### src/rtl/spi_master_tx_if.sv
// rtl/spi_master_tx_if.sv - control-side and SPI-side signals of the single-byte SPI transmitter
interface spi_master_tx_if;
    logic       spi_start;
    logic [7:0] spi_data;
    logic       spi_done;
    logic       sck;
    logic       cs;
    logic       mosi;

    modport master (
        input  spi_start,
        input  spi_data,
        output spi_done,
        output sck,
        output cs,
        output mosi
    );

    modport slave (
        output spi_start,
        output spi_data,
        input  spi_done,
        input  sck,
        input  cs,
        input  mosi
    );
endinterface

### src/rtl/spi_master_tx.sv
// rtl/spi_master_tx.sv - mode-0 MSB-first single-byte SPI master transmitter
// rst_n is asynchronous and active-high despite its name.
module spi_master_tx #(
    parameter int HALF_DIV = 4
) (
    input  logic            clk_50m,
    input  logic            rst_n,
    spi_master_tx_if.master bus
);

    localparam int CW = $clog2(HALF_DIV) + 1;
    localparam logic [CW-1:0] LAST = CW'(HALF_DIV - 1);

    typedef enum logic [1:0] {
        IDLE,
        SETUP,
        SHIFT,
        HOLD
    } state_t;

    state_t        r_state;
    logic [CW-1:0] r_cnt;
    logic [3:0]    r_bit_cnt;
    logic [7:0]    r_shift;
    logic          r_sck;
    logic          r_cs;
    logic          r_mosi;
    logic          r_done;
    logic          w_half_end;

    assign w_half_end = (r_cnt == LAST);

    assign bus.sck      = r_sck;
    assign bus.cs       = r_cs;
    assign bus.mosi     = r_mosi;
    assign bus.spi_done = r_done;

    always_ff @(posedge clk_50m or posedge rst_n) begin
        if (rst_n) begin
            r_state   <= IDLE;
            r_cnt     <= '0;
            r_bit_cnt <= '0;
            r_shift   <= '0;
            r_sck     <= 1'b0;
            r_cs      <= 1'b1;
            r_mosi    <= 1'b0;
            r_done    <= 1'b0;
        end else begin
            r_done <= 1'b0;
            case (r_state)
                IDLE: begin
                    r_cs   <= 1'b1;
                    r_sck  <= 1'b0;
                    r_mosi <= 1'b0;
                    if (bus.spi_start) begin
                        r_shift   <= bus.spi_data;
                        r_cs      <= 1'b0;
                        r_mosi    <= bus.spi_data[7];
                        r_cnt     <= '0;
                        r_bit_cnt <= '0;
                        r_state   <= SETUP;
                    end
                end

                SETUP: begin
                    if (w_half_end) begin
                        r_cnt     <= '0;
                        r_sck     <= 1'b1;
                        r_bit_cnt <= 4'd1;
                        r_state   <= SHIFT;
                    end else begin
                        r_cnt <= r_cnt + CW'(1);
                    end
                end

                SHIFT: begin
                    if (w_half_end) begin
                        r_cnt <= '0;
                        if (r_sck) begin
                            // Falling edge: present the next bit, or finish after the 8th rise.
                            r_sck <= 1'b0;
                            if (r_bit_cnt == 4'd8) begin
                                r_state <= HOLD;
                            end else begin
                                r_mosi  <= r_shift[6];
                                r_shift <= {r_shift[6:0], 1'b0};
                            end
                        end else begin
                            r_sck     <= 1'b1;
                            r_bit_cnt <= r_bit_cnt + 4'd1;
                        end
                    end else begin
                        r_cnt <= r_cnt + CW'(1);
                    end
                end

                HOLD: begin
                    if (w_half_end) begin
                        r_cnt   <= '0;
                        r_cs    <= 1'b1;
                        r_mosi  <= 1'b0;
                        r_done  <= 1'b1;
                        r_state <= IDLE;
                    end else begin
                        r_cnt <= r_cnt + CW'(1);
                    end
                end

                default: r_state <= IDLE;
            endcase
        end
    end

endmodule

### src/flat_wrapper.sv
// flat-port wrapper written by rule: the top's interface ports become plain ports
module spi_master_tx_flat 
#(
    parameter int HALF_DIV = 4
)
  (clk_50m, rst_n, bus_spi_start, bus_spi_data, bus_spi_done, bus_sck, bus_cs, bus_mosi);
  spi_master_tx_if bus_i ();
  input  logic clk_50m;
  input  logic rst_n;
  input wire logic [$bits(bus_i.spi_start)-1:0] bus_spi_start;
  input wire logic [$bits(bus_i.spi_data)-1:0] bus_spi_data;
  output wire logic [$bits(bus_i.spi_done)-1:0] bus_spi_done;
  output wire logic [$bits(bus_i.sck)-1:0] bus_sck;
  output wire logic [$bits(bus_i.cs)-1:0] bus_cs;
  output wire logic [$bits(bus_i.mosi)-1:0] bus_mosi;
  assign bus_i.spi_start = bus_spi_start;
  assign bus_i.spi_data = bus_spi_data;
  assign bus_spi_done = bus_i.spi_done;
  assign bus_sck = bus_i.sck;
  assign bus_cs = bus_i.cs;
  assign bus_mosi = bus_i.mosi;
  spi_master_tx #(.HALF_DIV(HALF_DIV)) u_core (.clk_50m(clk_50m), .rst_n(rst_n), .bus(bus_i));
endmodule
### config.mk
export PLATFORM = sky130hd
export DESIGN_NAME = spi_master_tx_flat
export DESIGN_NICKNAME = d
export VERILOG_FILES = /design/src/rtl/spi_master_tx_if.sv /design/src/rtl/spi_master_tx.sv /design/src/flat_wrapper.sv
export SDC_FILE = /design/constraint.sdc
export NUM_CORES = 1
export LEC_CHECK = 0
export ABC_AREA = 0
export BUFFER_PORTS_ARGS = -buffer_cell sky130_fd_sc_hd__buf_4
export CORE_MARGIN = 1.5
export CORE_UTILIZATION = 40
export CTS_CLUSTER_SIZE = 8
export DETAILED_ROUTE_END_ITERATION = 10
export HOLD_SLACK_MARGIN = 0.05
export PLACE_DENSITY = 0.71
export SYNTH_ARGS = -nofsm -noshare
export SYNTH_HDL_FRONTEND = slang
export SYNTH_SLANG_ARGS = --single-unit
export TNS_END_PERCENT = 50
### constraint.sdc
create_clock -name clk_50m -period 2.4 [get_ports clk_50m]
set_input_delay 0.48 -clock clk_50m [delete_from_list [all_inputs] [get_ports clk_50m]]
set_output_delay 0.48 -clock clk_50m [all_outputs]
set_load 0.01 [all_outputs]
==> flow_summary.toml, run 1 <==
[pwr]
peakVddDrop_uv = 286
total_leakage_power_nw = 0.727
p_per_area_mw_per_mm2 = 385

[clock_network]
post_cts_buffers = 0
post_cts_resized = 0
clockRootBuffer = "clkbuf_4"
clock_latency_ps = 300
clock_sinks = 20
cts.htree.levels = 1
clk_pin_slew_worst_paths_ps = 110
cts_tree = "done"
cts_max_path_buffers = 2
hold_buffers = 0
cts-buffers-inserted = 3

[global_route]
grt_pass1_wl_um = 3820
grt_pass1_vias = 871
overflow = 0
grt_max_degree = 21
grt.total_usage_pct = 14.8
antenna_found_initial = 0

[floorplan]
die_w_um = 58.0
start_util_pct = 43.2
num_rows = 19
io_pins = 15
die_h_um = 58.0
core_mm2 = 0.00281
dieArea_mm2 = 0.00337

[timing]
finalCritPeriodShare_pct = 81.2
worst_pin_slew_ps = 743
setup_violations = 0
slew_viol_final = 0
final_hold_viol_count = 0
relSlewSlack_pct = 50.4
rsz0062_at_grt = "false"
whs_ps = 299
fin_crit_ps = 1950
fin_worst_skew_ps = 3.00
fmax_mhz = 513
finalSetupTns_ps = 0

[logic_synthesis]
synthArstFlopShare_pct = 100
synth_compound_area_share_pct = 13.8
synth_cells = 108
yosysUniqueCellTypes = 37
yosys_warnings = 0
ys_seq_area_share_pct = 41.4
synth-main-ff-cell = "dfrtp_1"
synth.avg_cell_area_um2 = 11.2
yosysMostFrequentCell = "dfrtp_1"
synth-simple-area-share_pct = 16.3
synth_top_area_share_pct = 39.3
synthTopCellsByCount = "19 x dfrtp_1, 9 x ha_1, 9 x inv_1, 9 x nor2_1, 9 x o21ai_0"
synth_edf_count = 0
synth_xor_xnor_area_share_pct = 0
syn_nets = 128
synth_top_family_by_area = "simple AND/OR/NAND/NOR gates"
netlist_area_mm2 = 0.00121
synth.top_cells.by_area = "dfrtp_1 39%, ha_1 9.3%, mux2_4 7.4%, mux2_2 6.5%, o21ai_0 3.7%"
yosys.area.top_type = "dfrtp_1"
synth-seq-cells = 20
synth_mux_area_share_pct = 14.8
synthAdderAreaFrac_pct = 9.30

[setup_path]
path_delay_family = "simple AND/OR/NAND/NOR gates"
cp-end-kind = "register"
critPathLaunchType = "register"
slowest_delay_ps = 430
cp_cell_sequence = "inv_1 > ha_1 > nor2_1 > o2111ai_4 > or4_1 > nand2_1"
crit_type = "reg -> reg"
arrival_ps = 2200
path_max_fanout = 12
path_buf_inv = 1
cp.required_ps = 2650
cp_slowest_cell = "or4_1"

[routing]
vias_per_cell = 5.19
remaining_drc_errors = 0
vias = 805
drtIter0Drc = 23
detail_route.first_pass.iterations = 4
wl_per_cell_um = 13.5
routed_wl_um = 2090
drtAntennaViolNets = 0

[flow_run]
cap_viol_max_count = 0

[min_path]
hp-class = "in -> async"

[layout]
drive_gt1_share_pct = 32.3
multi_input_area_um2 = 657
diodes = 0
syn2layout_area_growth_pct = 12.5
fin_nets = 145
fillerInstances = 253
regArea_um2 = 502
fin_cells = 155

[placement]
dp_hpwl_um = 1620
numPlacedInstances = 151
gp_congestion = 0.787
portBuffers = 14

[status]
status = "completed"
## layout make-up
class                   instances  share of cell area, %
clock buffers                   4                   1.93
multi-input cells              77                   48.2
repair buffers                 14                   7.71
well taps                      31                   2.85
flip-flops and latches         20                   36.8
inverters                       9                   2.48
## final timing paths
path / start / to / slack (ps) / cells past startpoint
max reg2reg: u_core.r_state[0]$_DFFE_PP0P_ / u_core.r_bit_cnt[3]$_DFFE_PP0P_ / 450 / 6
min reg2reg: u_core.r_shift[0]$_DFFE_PP0P_ / u_core.r_shift[0]$_DFFE_PP0P_ / 500 / 1
max in group asynchronous: rst_n / u_core.r_state[1]$_DFFE_PP0P_ / 1640 / 2
min: rst_n / u_core.r_cnt[0]$_DFFE_PP0N_ / 300 / 2
max: u_core.r_state[0]$_DFFE_PP0P_ / u_core.r_bit_cnt[3]$_DFFE_PP0P_ / 450 / 6
min in group clk_50m: bus_spi_start / u_core.bus.cs$_DFFE_PP1P_ / 340 / 2
## per-stage QoR
step           total power [mW]  util, %  instance area, um^2  setup WS [ps]
4_1_cts                   0.537     48.6                 1360            444
2_1_floorplan             0.352        -                 1210            737
5_1_grt                   0.554     48.6                 1360            321
3_5_place_dp              0.367     47.6                 1340            463
6_report                  0.525     48.6                 1360            451
3_3_place_gp              0.367     47.6                 1340            558
## cells in the final DEF, fill, tap and decap left out, types with 2 or more instances in the layout
cell / Yosys / final
ha_1: 9 / 9
dfrtp_1: 19 / 19
nand2b_1: 2 / 2
mux2_4: 6 / 6
nand2_1: 8 / 8
o21ai_0: 9 / 9
nor2_1: 9 / 9
a21oi_1: 2 / 2
buf_4: 1 / 14
mux2_2: 7 / 7
nand3_1: 2 / 2
clkbuf_4: 0 / 3
inv_1: 9 / 9
## power by group
part           internal, mW  switching (mW)  leakage, nW
logic                0.0123         0.00942        0.464
clock network        0.0648           0.100       0.0150
registers             0.338        0.000540        0.248
total                 0.415           0.110        0.727
## flip-flops by register name, summed over array words and instances (netlist names)
name	flops
u_core.r_shift	7
u_core.bus.cs	1
u_core.bus.mosi	1
u_core.r_cnt	3
u_core.r_bit_cnt	4
u_core.bus.sck	1
u_core.r_state	2
u_core.bus.spi_done	1
## cell families after synthesis
logic type,Yosys count
AND/OR/NAND/NOR,33
multiplexers,14
flip-flops,20
adder cells (fa/ha/maj),9
AO/OA/AOI/OAI,21
buffers and inverters,11
## per-layer routing
| metal | GRT usage, % | up-vias | wire (um) |
|---|---|---|---|
| li1 | - | 407 | - |
| met3 | 5.13 | 2 | 93 |
| met1 | 18.8 | 379 | 954 |
| met4 | 3.65 | 0 | 13 |
| met2 | 24.2 | 17 | 1030 |
| met5 | 0 | - | 0 |
(Power assumes the default switching activity.)
==> run 2: changes to the inputs <==
Clock period 2.4 ns to 1.9 ns, I/O delays scaled along.
==> run 2 against run 1 <==
Net effect: maximum frequency grew 8.2%; clock skew increased by 2.5 ps; critical path type unchanged; largest power group unchanged; wire length up 3.3%.
==> flow_summary.toml, run 2 (synthesis results as in run 1) <==
[floorplan]
die_h_um = 58.0
core_mm2 = 0.00281
start_util_pct = 43.2
io_pins = 15
num_rows = 19
dieArea_mm2 = 0.00337
die_w_um = 58.0

[clock_network]
cts.htree.levels = 1
clock_latency_ps = 310
clockRootBuffer = "clkbuf_4"
cts-buffers-inserted = 3
cts_tree = "done"
cts_max_path_buffers = 2
clk_pin_slew_worst_paths_ps = 110
clock_sinks = 20
hold_buffers = 0

[routing]
remaining_drc_errors = 0
maxUsedRoutingLayer = "met4"
wl_met1_um = 1030
wl_met3_um = 81
detail_route.first_pass.iterations = 6
vias_per_cell = 5.30
vias = 842
drtAntennaViolNets = 0
wl_per_cell_um = 13.6
routed_wl_um = 2160
wl_met2_um = 1020
drtIter0Drc = 10

[placement]
dp_slack_ps = 115
gp_congestion = 0.844
portBuffers = 14
dp_hpwl_um = 1690

[pwr]
p_clk_share_pct = 43.1
total_leakage_power_nw = 0.765
p_int_mw = 0.657
p_sw_mw = 0.144
p_per_area_mw_per_mm2 = 556
comb_power_share_pct = 3.6
netSwitchingFraction_pct = 18.0
p_total_mw = 0.802
peakVddDrop_uv = 365
pwr-share-seq_pct = 53.3

[timing]
slew_viol_final = 0
finalSetupTns_ps = 0
fin_crit_ps = 1800
rsz0062_at_grt = "false"
worst_pin_slew_ps = 284
fin_ws_ps = 98.6
relSlewSlack_pct = 81.0
finalCritPeriodShare_pct = 94.8
whs_ps = 71.3
setup_violations = 0
fmax_mhz = 555
final_hold_viol_count = 0
fin_worst_skew_ps = 5.47

[setup_path]
path_buf_inv = 1
path_delay_family = "simple AND/OR/NAND/NOR gates"
r2r_end = "u_core.r_shift[3]$_DFFE_PP0P_"
r2r_cells = 6
crit_type = "reg -> reg"
r2r-start = "u_core.r_state[0]$_DFFE_PP0P_"
arrival_ps = 2010
cp.required_ps = 2110
r2r_slack_ps = 100
cp_cell_sequence = "inv_1 > ha_1 > and2b_1 > nor2_4 > nand3b_4 > mux2_4"
path_max_fanout = 7
critPathLaunchType = "register"
crit_path_start = "u_core.r_state[0]$_DFFE_PP0P_"
cp_slowest_cell = "dfrtp_1"
slowest_delay_ps = 390
cp-end-kind = "register"

[global_route]
antenna_found_initial = 0
grt.total_usage_pct = 15.1
grt_pass1_vias = 843
grt_pass1_wl_um = 3820
overflow = 0
grt_max_degree = 21

[layout]
top_register = "u_core.r_shift"
largest_register_ffs = 7
drive_gt1_share_pct = 37.5
layout_common_cells = "19 x dfrtp_1, 17 x buf_4, 9 x inv_1, 9 x o21ai_0"
reg_top3 = "u_core.r_shift (7), u_core.r_bit_cnt (4), u_core.r_cnt (3)"
syn2layout_area_growth_pct = 19.0
final_common_cell = "dfrtp_1"
fin_nets = 149
diodes = 0

[flow_run]
cap_viol_max_count = 0

[min_path]
hp-class = "in -> async"

[status]
status = "completed"
## run 2: cell type report
type | instances | area [um^2]
timing repair buffer | 18 | 148
multi-input combinational | 77 | 667
sequential | 20 | 502
inverter | 9 | 33.8
tap | 31 | 38.8
clock inverter | 1 | 30.0
fill | 271 | 1360
clock buffer | 3 | 22.5
## run 2: worst max path at each step
stage	endpoint	slack, ps	depth (start not counted)
finish	u_core.r_shift[3]$_DFFE_PP0P_	100	6
global route	u_core.r_shift[3]$_DFFE_PP0P_	20	6
CTS	u_core.r_bit_cnt[3]$_DFFE_PP0P_	80	6
detailed placement	u_core.r_bit_cnt[3]$_DFFE_PP0P_	110	6
global placement	u_core.r_bit_cnt[3]$_DFFE_PP0P_	170	6
floorplan	u_core.r_shift[1]$_DFFE_PP0P_	240	7
## run 2: repair_timing
action,4_1_cts,5_1_grt
endpoints found under the setup margin,0,1
resized for setup,0,3
buffers inserted,0,0
## run 2: power groups by stage
| stage | sequential [mW] | clock, mW | combinational [mW] |
|---|---|---|---|
| final | 0.427 | 0.345 | 0.0289 |
| after global routing | 0.428 | 0.376 | 0.0332 |
| after CTS | 0.427 | 0.352 | 0.0303 |
| after detailed placement | 0.436 | 0 | 0.0302 |
| after global placement | 0.436 | 0 | 0.0295 |
| after floorplan | 0.435 | 0 | 0.00943 |
## run 2: layer usage
layer  track usage, %  vias up
li1                 -      419
met1             19.5      402
met2             23.9       16
met3             4.69        5
met4             5.65        0
met5                0        -
## run 2: worst register-to-register path, cell delays in order (launching register included)
cell and delay (ps):
dfrtp_1 390, inv_1 120, ha_1 290, and2b_1 250
nor2_4 150, nand3b_4 160, mux2_4 330
## run 2: per-stage QoR
| stage | instance area, um^2 | util, % | std cells |
|---|---|---|---|
| 6_report | 1440 | 51.4 | 159 |
| 4_1_cts | 1430 | 51.0 | 159 |
| 3_3_place_gp | 1380 | 49.2 | 155 |
| 5_1_grt | 1440 | 51.4 | 159 |
| 2_1_floorplan | 1210 | - | 108 |
| 3_5_place_dp | 1380 | 49.2 | 155 |
